File: config.mk
export PLATFORM = sky130hd
export DESIGN_NAME = cocotb_array_fifo_flat
export DESIGN_NICKNAME = d
export VERILOG_FILES = /design/src/rtl/cocotb_array_fifo_if.sv /design/src/rtl/cocotb_array_fifo.sv /design/src/flat_wrapper.sv
export SDC_FILE = /design/constraint.sdc
export NUM_CORES = 1
export LEC_CHECK = 0
export BUFFER_PORTS_ARGS = -buffer_cell sky130_fd_sc_hd__buf_2
export CAP_MARGIN = 20
export CORE_ASPECT_RATIO = 0.6
export CORE_MARGIN = 1.5
export CORE_UTILIZATION = 25
export CTS_CLUSTER_SIZE = 25
export DETAILED_ROUTE_END_ITERATION = 7
export HOLD_SLACK_MARGIN = 0.15
export PLACE_DENSITY = 0.39
export SLEW_MARGIN = 20
export SYNTH_ARGS = -nofsm -noshare
export SYNTH_HDL_FRONTEND = slang
export SYNTH_SLANG_ARGS = --single-unit
File: constraint.sdc
create_clock -name clk -period 2.6 [get_ports clk]
set_clock_uncertainty 0.1 [all_clocks]
set_input_delay 0.78 -clock clk [delete_from_list [all_inputs] [get_ports clk]]
set_output_delay 0.78 -clock clk [all_outputs]
set_load 0.005 [all_outputs]
File: src/rtl/cocotb_array_fifo_if.sv
// Bundle of the producer and consumer handshakes of cocotb_array_fifo.
// Both sides use valid/ready: a beat moves on a rising edge where valid and ready are both high;
// valid must not wait on ready, and payload is only meaningful while valid is high.
interface cocotb_array_fifo_if #(
    parameter int WIDTH = 3,
    parameter int ROWS  = 3,
    parameter int COLS  = 3,
    parameter int DEPTH = 4
);
    localparam int CW = $clog2(DEPTH + 1);

    logic             in_valid;
    logic             in_ready;
    logic [WIDTH-1:0] in_arr [ROWS][COLS];
    logic             in_transpose;
    logic             in_flush;
    logic             out_valid;
    logic             out_ready;
    logic [WIDTH-1:0] out_arr [ROWS][COLS];
    logic [CW-1:0]    out_count;

    modport master (
        output in_valid, in_arr, in_transpose, in_flush, out_ready,
        input  in_ready, out_valid, out_arr, out_count
    );

    modport slave (
        input  in_valid, in_arr, in_transpose, in_flush, out_ready,
        output in_ready, out_valid, out_arr, out_count
    );
endinterface

File: src/rtl/cocotb_array_fifo.sv
// DEPTH-entry valid/ready FIFO carrying a whole ROWS x COLS array of WIDTH-bit elements per beat.
// Define COCOTB_ARRAY_TRANSPOSE_EN to enable the write-side per-beat transpose (needs ROWS == COLS).
module cocotb_array_fifo #(
    parameter int WIDTH = 3,
    parameter int ROWS  = 3,
    parameter int COLS  = 3,
    parameter int DEPTH = 4
) (
    input  logic                clk,
    input  logic                rst,
    cocotb_array_fifo_if.slave  bus
);
    localparam int CW = $clog2(DEPTH + 1);
    localparam int PW = (DEPTH > 1) ? $clog2(DEPTH) : 1;

    logic [WIDTH-1:0] mem_q   [DEPTH][ROWS][COLS];
    logic [WIDTH-1:0] mem_d   [DEPTH][ROWS][COLS];
    logic [WIDTH-1:0] wr_beat [ROWS][COLS];
    logic [PW-1:0]    wr_ptr_q, wr_ptr_d;
    logic [PW-1:0]    rd_ptr_q, rd_ptr_d;
    logic [CW-1:0]    count_q, count_d;
    logic             push;
    logic             pop;

`ifdef COCOTB_ARRAY_TRANSPOSE_EN
    generate
        if (ROWS != COLS) begin : g_shape_check
            $error("cocotb_array_fifo: transpose requires ROWS == COLS");
        end
    endgenerate
`else
    logic unused_transpose;
    assign unused_transpose = bus.in_transpose;
`endif

    // No write-through: a pop while full does not open in_ready in the same cycle.
    assign bus.in_ready  = !rst && !bus.in_flush && (count_q < CW'(DEPTH));
    assign bus.out_valid = (count_q != '0);
    assign bus.out_count = count_q;

    assign push = bus.in_valid && bus.in_ready;
    assign pop  = bus.out_valid && bus.out_ready && !bus.in_flush;

    // Transposing on the way in keeps the read path a plain mux.
    always_comb begin
        wr_beat = bus.in_arr;
`ifdef COCOTB_ARRAY_TRANSPOSE_EN
        if (bus.in_transpose) begin
            for (int r = 0; r < ROWS; r++) begin
                for (int c = 0; c < COLS; c++) begin
                    wr_beat[r][c] = bus.in_arr[c][r];
                end
            end
        end
`endif
    end

    always_comb begin
        mem_d    = mem_q;
        wr_ptr_d = wr_ptr_q;
        rd_ptr_d = rd_ptr_q;
        count_d  = count_q;
        if (bus.in_flush) begin
            wr_ptr_d = '0;
            rd_ptr_d = '0;
            count_d  = '0;
        end else begin
            if (push) begin
                mem_d[wr_ptr_q] = wr_beat;
                wr_ptr_d = (wr_ptr_q == PW'(DEPTH - 1)) ? '0 : wr_ptr_q + PW'(1);
            end
            if (pop) begin
                rd_ptr_d = (rd_ptr_q == PW'(DEPTH - 1)) ? '0 : rd_ptr_q + PW'(1);
            end
            case ({push, pop})
                2'b10:   count_d = count_q + CW'(1);
                2'b01:   count_d = count_q - CW'(1);
                default: count_d = count_q;
            endcase
        end
    end

    always_comb begin
        for (int r = 0; r < ROWS; r++) begin
            for (int c = 0; c < COLS; c++) begin
                bus.out_arr[r][c] = mem_q[rd_ptr_q][r][c];
            end
        end
    end

    always_ff @(posedge clk) begin
        if (rst) begin
            wr_ptr_q <= '0;
            rd_ptr_q <= '0;
            count_q  <= '0;
            for (int e = 0; e < DEPTH; e++) begin
                for (int r = 0; r < ROWS; r++) begin
                    for (int c = 0; c < COLS; c++) begin
                        mem_q[e][r][c] <= '0;
                    end
                end
            end
        end else begin
            wr_ptr_q <= wr_ptr_d;
            rd_ptr_q <= rd_ptr_d;
            count_q  <= count_d;
            mem_q    <= mem_d;
        end
    end
endmodule

File: src/flat_wrapper.sv
// flat-port wrapper written by rule: the top's interface ports become plain ports
module cocotb_array_fifo_flat 
#(
    parameter int WIDTH = 3,
    parameter int ROWS  = 3,
    parameter int COLS  = 3,
    parameter int DEPTH = 4
)
  (clk, rst, bus_in_valid, bus_in_arr, bus_in_transpose, bus_in_flush, bus_out_ready, bus_in_ready, bus_out_valid, bus_out_arr, bus_out_count);
  cocotb_array_fifo_if #(.WIDTH(WIDTH), .ROWS(ROWS), .COLS(COLS), .DEPTH(DEPTH)) bus_i ();
  input  logic clk;
  input  logic rst;
  input wire logic [$bits(bus_i.in_valid)-1:0] bus_in_valid;
  input wire logic [$bits(bus_i.in_arr)-1:0] bus_in_arr;
  input wire logic [$bits(bus_i.in_transpose)-1:0] bus_in_transpose;
  input wire logic [$bits(bus_i.in_flush)-1:0] bus_in_flush;
  input wire logic [$bits(bus_i.out_ready)-1:0] bus_out_ready;
  output wire logic [$bits(bus_i.in_ready)-1:0] bus_in_ready;
  output wire logic [$bits(bus_i.out_valid)-1:0] bus_out_valid;
  output wire logic [$bits(bus_i.out_arr)-1:0] bus_out_arr;
  output wire logic [$bits(bus_i.out_count)-1:0] bus_out_count;
  assign bus_i.in_valid = bus_in_valid;
  assign bus_i.in_arr = {>>{bus_in_arr}};
  assign bus_i.in_transpose = bus_in_transpose;
  assign bus_i.in_flush = bus_in_flush;
  assign bus_i.out_ready = bus_out_ready;
  assign bus_in_ready = bus_i.in_ready;
  assign bus_out_valid = bus_i.out_valid;
  assign bus_out_arr = {>>{bus_i.out_arr}};
  assign bus_out_count = bus_i.out_count;
  cocotb_array_fifo #(.WIDTH(WIDTH), .ROWS(ROWS), .COLS(COLS), .DEPTH(DEPTH)) u_core (.clk(clk), .rst(rst), .bus(bus_i));
endmodule
==> results of run 1 <==
## cell type report
type	count	area, um2
clock buffers	21	470
flip-flops and latches	115	2310
inverters	10	40.0
fillers	2100	13600
well taps	273	342
multi-input cells	384	2510
repair buffers	93	638
clock inverters	9	130
## state kept, by name, indices dropped and copies added, names as in the netlist
| name | count |
|---|---|
| u_core.wr_ptr_q | 2 |
| u_core.mem_q | 108 |
| u_core.rd_ptr_q | 2 |
| u_core.bus.out_count | 3 |
## cell families after synthesis
kind of cell	count (synthesis)	share of synthesized area [%]
flip-flops	115	45.0
adder cells (fa/ha/maj)	7	1.86
buffers and inverters	72	6.36
XOR/XNOR	2	0.343
multiplexers	30	12.5
AND/OR/NAND/NOR	124	12.2
AO/OA/AOI/OAI	221	21.7
## per-stage QoR
step / TNS [ns] / area (um2) / cells / worst slack (ns) / hold slack, ns
2_1_floorplan: -0.0110 / 5130 / 571 / -0.0110 / 0.351
3_3_place_gp: 0 / 5750 / 868 / 0.184 / 0.356
3_5_place_dp: 0 / 5750 / 868 / 0.159 / 0.365
4_1_cts: 0 / 6420 / 905 / 0.00452 / 0.373
5_1_grt: -0.0420 / 6440 / 905 / -0.0261 / 0.392
6_report: 0 / 6440 / 905 / 0.0240 / 0.371
## critical path: cells and delay by family, from the launching register on
family / cells / cell delay, ns
DFF: 1 / 0.40
buffers and inverters: 2 / 0.32
muxes: 1 / 0.56
## how the worst max path moves through the flow
stage	from	to	slack, ns	depth (start not counted)
5_1_grt	u_core.rd_ptr_q[1]	bus_out_arr[7]	-0.03	3
4_1_cts	u_core.rd_ptr_q[1]	bus_out_arr[7]	0.005	3
3_5_place_dp	bus_out_ready	u_core.bus.out_count[2]	0.16	9
2_1_floorplan	bus_in_valid	u_core.bus.out_count[2]	-0.01	11
6_report	u_core.rd_ptr_q[1]	bus_out_arr[3]	0.02	3
3_3_place_gp	bus_out_ready	u_core.bus.out_count[2]	0.18	9
## power by group
group | total (mW) | internal, mW | switching (mW)
Sequential | 1.79 | 1.78 | 0.0101
Clock | 2.40 | 1.57 | 0.835
Combinational | 0.271 | 0.0863 | 0.184
Total | 4.46 | 3.44 | 1.03
## layout by cell type, fill, tap and decap left out, types with 2 or more instances in the layout
cell	n
a21oi_1	111
buf_12	5
buf_2	60
buf_4	25
buf_6	2
bufinv_16	3
clkbuf_16	17
clkbuf_8	3
clkinv_2	2
clkinvlp_4	4
dfxtp_1	113
dfxtp_4	2
ha_1	5
inv_1	8
mux2i_1	3
mux4_2	27
nand3_1	108
nor2_1	9
o21ai_0	100
o21ai_1	9
or3_1	3
xor2_1	2
## repair_timing
| action | in CTS | in global routing |
|---|---|---|
| setup buffers | 6 | 0 |
| endpoints found under the setup margin | 23 | 3 |
| gates resized for setup | 3 | 2 |
| pin swaps | 0 | 0 |
| cloned | 1 | 0 |
| hold buffers | 0 | 0 |
## per-layer routing
metal	track usage, %	up-vias
met1	24.5	2359
li1	-	2188
met2	24.7	121
met5	0	-
met4	4.00	0
met3	3.26	11
==> results.md, run 1 <==
* Slew Viols, Final at 0
* Setup CP Type: reg -> out
* Post-synth top area cell: dfxtp_1
* Worst R2R End: u_core.bus.out_count[2]
* Synthesized Nets at 611
* Hold EP: u_core.mem_q[4]
* Slowest stage cell, crit path: mux4_2
* Nets@finish at 661
* Layout cell share with drive strength beyond 1 at 24.8%
* Max Cap Violations at 0
* WL met3 at roughly 800 um
* WL met2 at between 7000 and 8000 um
* Vias/cell at 5.17
* 1st-pass router iterations at 4
* DRC at 0
* Critical Path Start Type: register
* Cell area after synthesis at approximately 5100 um2
* Outcome: complete, no violations
* Final Hold Fails at 0
* Global-route wire length before repair at approximately 27000 um
* GRT Util Overall at 16.6%
* CP cell instances: buf_12, mux4_2, buf_2
* Synth top area cells: dfxtp_1 (45%), mux4_2 (12%), a21oi_1 (11%)
* Floorplan Core Area at 20000 um2
* Seq/Total Area, Yosys at 45.0%
* Finish-stage setup viols at 0
* Post-synthesis async set-or-reset flop share at 0%
* WP data required at 1.72 ns
* Bufs on Longest Clock Path at 2
* Warnings, synthesis at 0
* HPWL after detailed placement at 9950 um
* PortBufs at 63
* Overflow after GRT at 0
* Largest net degree at the start of global routing at between 60 and 70
* I/O pins at between 60 and 70
* Die X at roughly 190 um
* N_diodes at 0
* Hold Startpoint: u_core.mem_q[4]
* Die area at 21300 um2
* Slew margin rel. at 53.1%
* Post-synthesis cell type count at 23
* Vias at between 4000 and 5000
* H-Tree Depth at 4
* Area delta synth->final at 25.9%
* Max Fclk at 0.388 GHz
* Cells after Synth at approximately 570
* Vias in the first global route at 4541
* Peak supply drop at 0.430 mV
* Utilization after layout at about a third
* Critical path arrival at roughly 1.7 ns
* DRT Wirelength at 17100 um
* CTS tree: yes
* R2R Setup Slk at between 0.4 and 0.5 ns
* Hold Path Class: reg -> reg
* Initial antenna violation count at 0
* CTS sink cnt at 115
* Syn_area_per_cell at 8.95 um2
* Tcrit/Tclk final at slightly below 100%
* Clk Latency, worst-skew pair at 0.41 ns
* Slew @ Worst Pin at 0.704 ns
* PD cells at ~700 nW/um2
* # rows at 40
* CTS Root Cell: clkbuf_16
* Minimum clock period at 2.58 ns
* Total power at 4.46 mW
* Top Layer Used: met4
* Cts bufs inserted at 17
* Post-synth EDFFs at 0
* Worst stage delay on the critical path at between 0.5 and 0.6 ns
* Most frequent cells after synthesis: dfxtp_1 (115), a21oi_1 (111), nand3_1 (108), o21ai_0 (100), clkbuf_1 (41)
* Most common cell in the netlist: dfxtp_1
* Wl on met1 at 8790 um
* Initial DRC count at between 300 and 400
* RSZ-0062 raised after global routing: yes
* Area share of the largest cell type after synthesis at 45.0%
* RePlAce Congestion at ~0.70
* Worst R2R Path Depth at 8
* Clock-pin slew on the worst setup and hold paths at 0.06 ns
* CP Max Fanout at 8
* LEAKAGE at 2.19 nW
* Synth Flop Type: dfxtp_1
* WHS Path Cells at 2
* Die height at 114 um
* #FFs+latches synth at ~120
* CP Capture Type: output port
* Wire length per cell at ~19 um
* Antenna Nets Post-Route at 0
* Initial Utilization at roughly 26%
* Crit Reg-Reg Startpoint: u_core.bus.out_count[2]
Note: power is estimated with default switching activity, not from simulation.
==> run 2: changes to the inputs <==
RECOVER_POWER = 25   (was default)
clock period = 2.1 ns   (was 2.6 ns; I/O delays follow)
==> run 2 against run 1 <==
  * Highest routed layer unchanged
  * Non-clock buffer count up 14
  * Global-route usage about the same
  * Sequential share of layout area down 1.0 points
  * Via count up 1.5%
  * The flow now finishes with violations (setup timing)
  * Combinational power up 28%
  * Clock power up 26%
  * Die area unchanged
==> results.md, run 2 (synthesized netlist as in run 1, its figures left out) <==
* Initial DRC count at 381
* Die area at about 21000 um2
* Hold_buf cts at 0
* Slew @ Worst Pin at 0.569 ns
* Reg with most FFs: u_core.mem_q
* Minimum clock period at 2.40 ns
* # rows at 40
* WHS Path Cells at 2
* Vias in the first global route at around 4600
* Worst stage delay on the critical path at between 0.5 and 0.6 ns
* PD cells at 844 nW/um2
* Final Hold Fails at 0
* Initial Utilization at 25.5%
* CP Max Fanout at 6
* Floorplan Core Area at 20000 um2
* Die X at roughly 190 um
* Cts bufs inserted at 17
* Largest net degree at the start of global routing at 85
* Clock-pin slew on the worst setup and hold paths at 0.06 ns
* CP cell instances: buf_12, mux4_2, buf_6
* Area after DPL at around 5900 um2
* GRT Util Overall at between 10% and 20%
* Initial antenna violation count at 0
* Critical Path Stages at 3
* I/O pins at 65
* LEAKAGE at between 2 and 2.5 nW
* WP data required at 1.37 ns
* N_diodes at 0
* Slew Viols, Final at 0
* Finish-stage setup viols at 27
* Sum of negative setup slack at -6.67 ns
* Leading cell type in the layout, fill and taps excluded: dfxtp_1
* Antenna Nets Post-Route at 0
* HPWL after detailed placement at 10500 um
* Vias/cell at about 5.2
* Vias at 4748
* Critical path arrival at 1.67 ns
* Top delay family on crit path: multiplexers
* Worst R2R Path Depth at 8
* Wire length per cell at around 19 um
* PortBufs at 63
* Bufs on Longest Clock Path at 2
* Nets@finish at 675
* Slowest stage cell, crit path: mux4_2
* RePlAce Congestion at 0.736
* Max Fclk at ~0.42 GHz
* Critical Path Start Type: register
* Commonest cells after routing, fill and taps aside: dfxtp_1 (112), a21oi_1 (111), nand3_1 (108)
* DRT Wirelength at ~17000 um
* CTS sink cnt at 115
* Max Cap Violations at 0
* Die height at roughly 110 um
* H-Tree Depth at 4
* Area delta synth->final at 29.6%
* Hold Path Class: reg -> reg
* Violated checks: setup timing
* CTS Root Cell: clkbuf_16
* DRC at 0
* Peak supply drop at ~0.56 mV
* CP Capture Type: output port
* Max reg flops at roughly 110
* Setup ws final at -0.298 ns
* Global-route wire length before repair at 26800 um
* 1st-pass router iterations at 5
* Layout cell share with drive strength beyond 1 at 27.0%
* RSZ-0062 raised after global routing: yes
* Overflow after GRT at 0
* Slew margin rel. at 62.1%
* Outcome: complete, but fails checks
* WP buf/inv at 2
* Setup CP Type: reg -> out
* Tcrit/Tclk final at 114%
* CTS tree: yes
* Final instance area at ~6600 um2
* Clk Latency, worst-skew pair at ~0.4 ns
## run 2: cell count changes in the layout (fill, tap and decap cells not counted)
cell / previous run / this run
buf_12: 5 / 9
buf_16: 1 / 0
buf_2: 60 / 59
buf_4: 25 / 32
buf_6: 2 / 6
clkbuf_1: 1 / 0
clkbuf_16: 17 / 18
clkbuf_8: 3 / 1
clkinv_2: 2 / 1
clkinv_4: 0 / 3
dfxtp_1: 113 / 112
dfxtp_2: 0 / 1
inv_6: 0 / 3
## run 2: final timing paths
check	from	to	slack (ns)
max	u_core.rd_ptr_q[1]	bus_out_arr[0]	-0.30
min	u_core.mem_q[98]	u_core.mem_q[98]	0.37
max reg2reg	u_core.bus.out_count[2]	u_core.bus.out_count[2]	0.10
min reg2reg	u_core.mem_q[98]	u_core.mem_q[98]	0.37
## run 2: timing repair
| item | 4_1_cts | 5_1_grt |
|---|---|---|
| resized for setup | 7 | 4 |
| endpoints found under the setup margin | 30 | 29 |
| setup buffers | 11 | 0 |
| pin swaps | 0 | 2 |
| gates cloned | 0 | 1 |
## run 2: final cells by class
cell class              instances  area, um2
fillers                      2065      13400
repair buffers                107        808
flip-flops and latches        115       2310
clock buffers                  18        439
multi-input cells             384       2510
clock inverters                14        178
well taps                     273        342
inverters                      10       40.0
## run 2: report_power, final
part           switching, mW  internal [mW]  leakage [nW]  total (mW)
combinational          0.230          0.116          1.06       0.346
sequential            0.0134           2.20         0.930        2.22
clock                   1.12           1.91         0.290        3.03
total                   1.36           4.23          2.28        5.59
## run 2: routing by layer
layer  GRT usage, %  vias to the layer above  wire, um
met5              0                        -         0
met4           4.91                        0       114
met3           4.15                       11      1280
met2           24.8                      177      7630
met1           23.6                     2339      8420
li1               -                     2221         -
## run 2: stage by stage
step / power, mW / std cells / setup slack [ns] / hold WS (ns) / util (%)
4_1_cts: 5.65 / 920 / -0.313 / 0.375 / 32.9
2_1_floorplan: 2.44 / 571 / -0.329 / 0.351 / -
3_3_place_gp: 2.60 / 879 / -0.163 / 0.357 / 29.3
5_1_grt: 5.79 / 921 / -0.344 / 0.393 / 33.1
3_5_place_dp: 2.61 / 879 / -0.170 / 0.366 / 29.3
6_report: 5.59 / 921 / -0.298 / 0.374 / 33.1
## run 2: worst reg2reg max path: cells and delay by family (launching register included)
family,cells,cell delay [ns]
buffers and inverters,1,0.03
and+or+nand+nor,2,0.51
AOI/OAI and AO/OA,2,0.24
xor gates and xnor gates,1,0.15
DFF,1,0.40
adders and majority gates,2,0.50
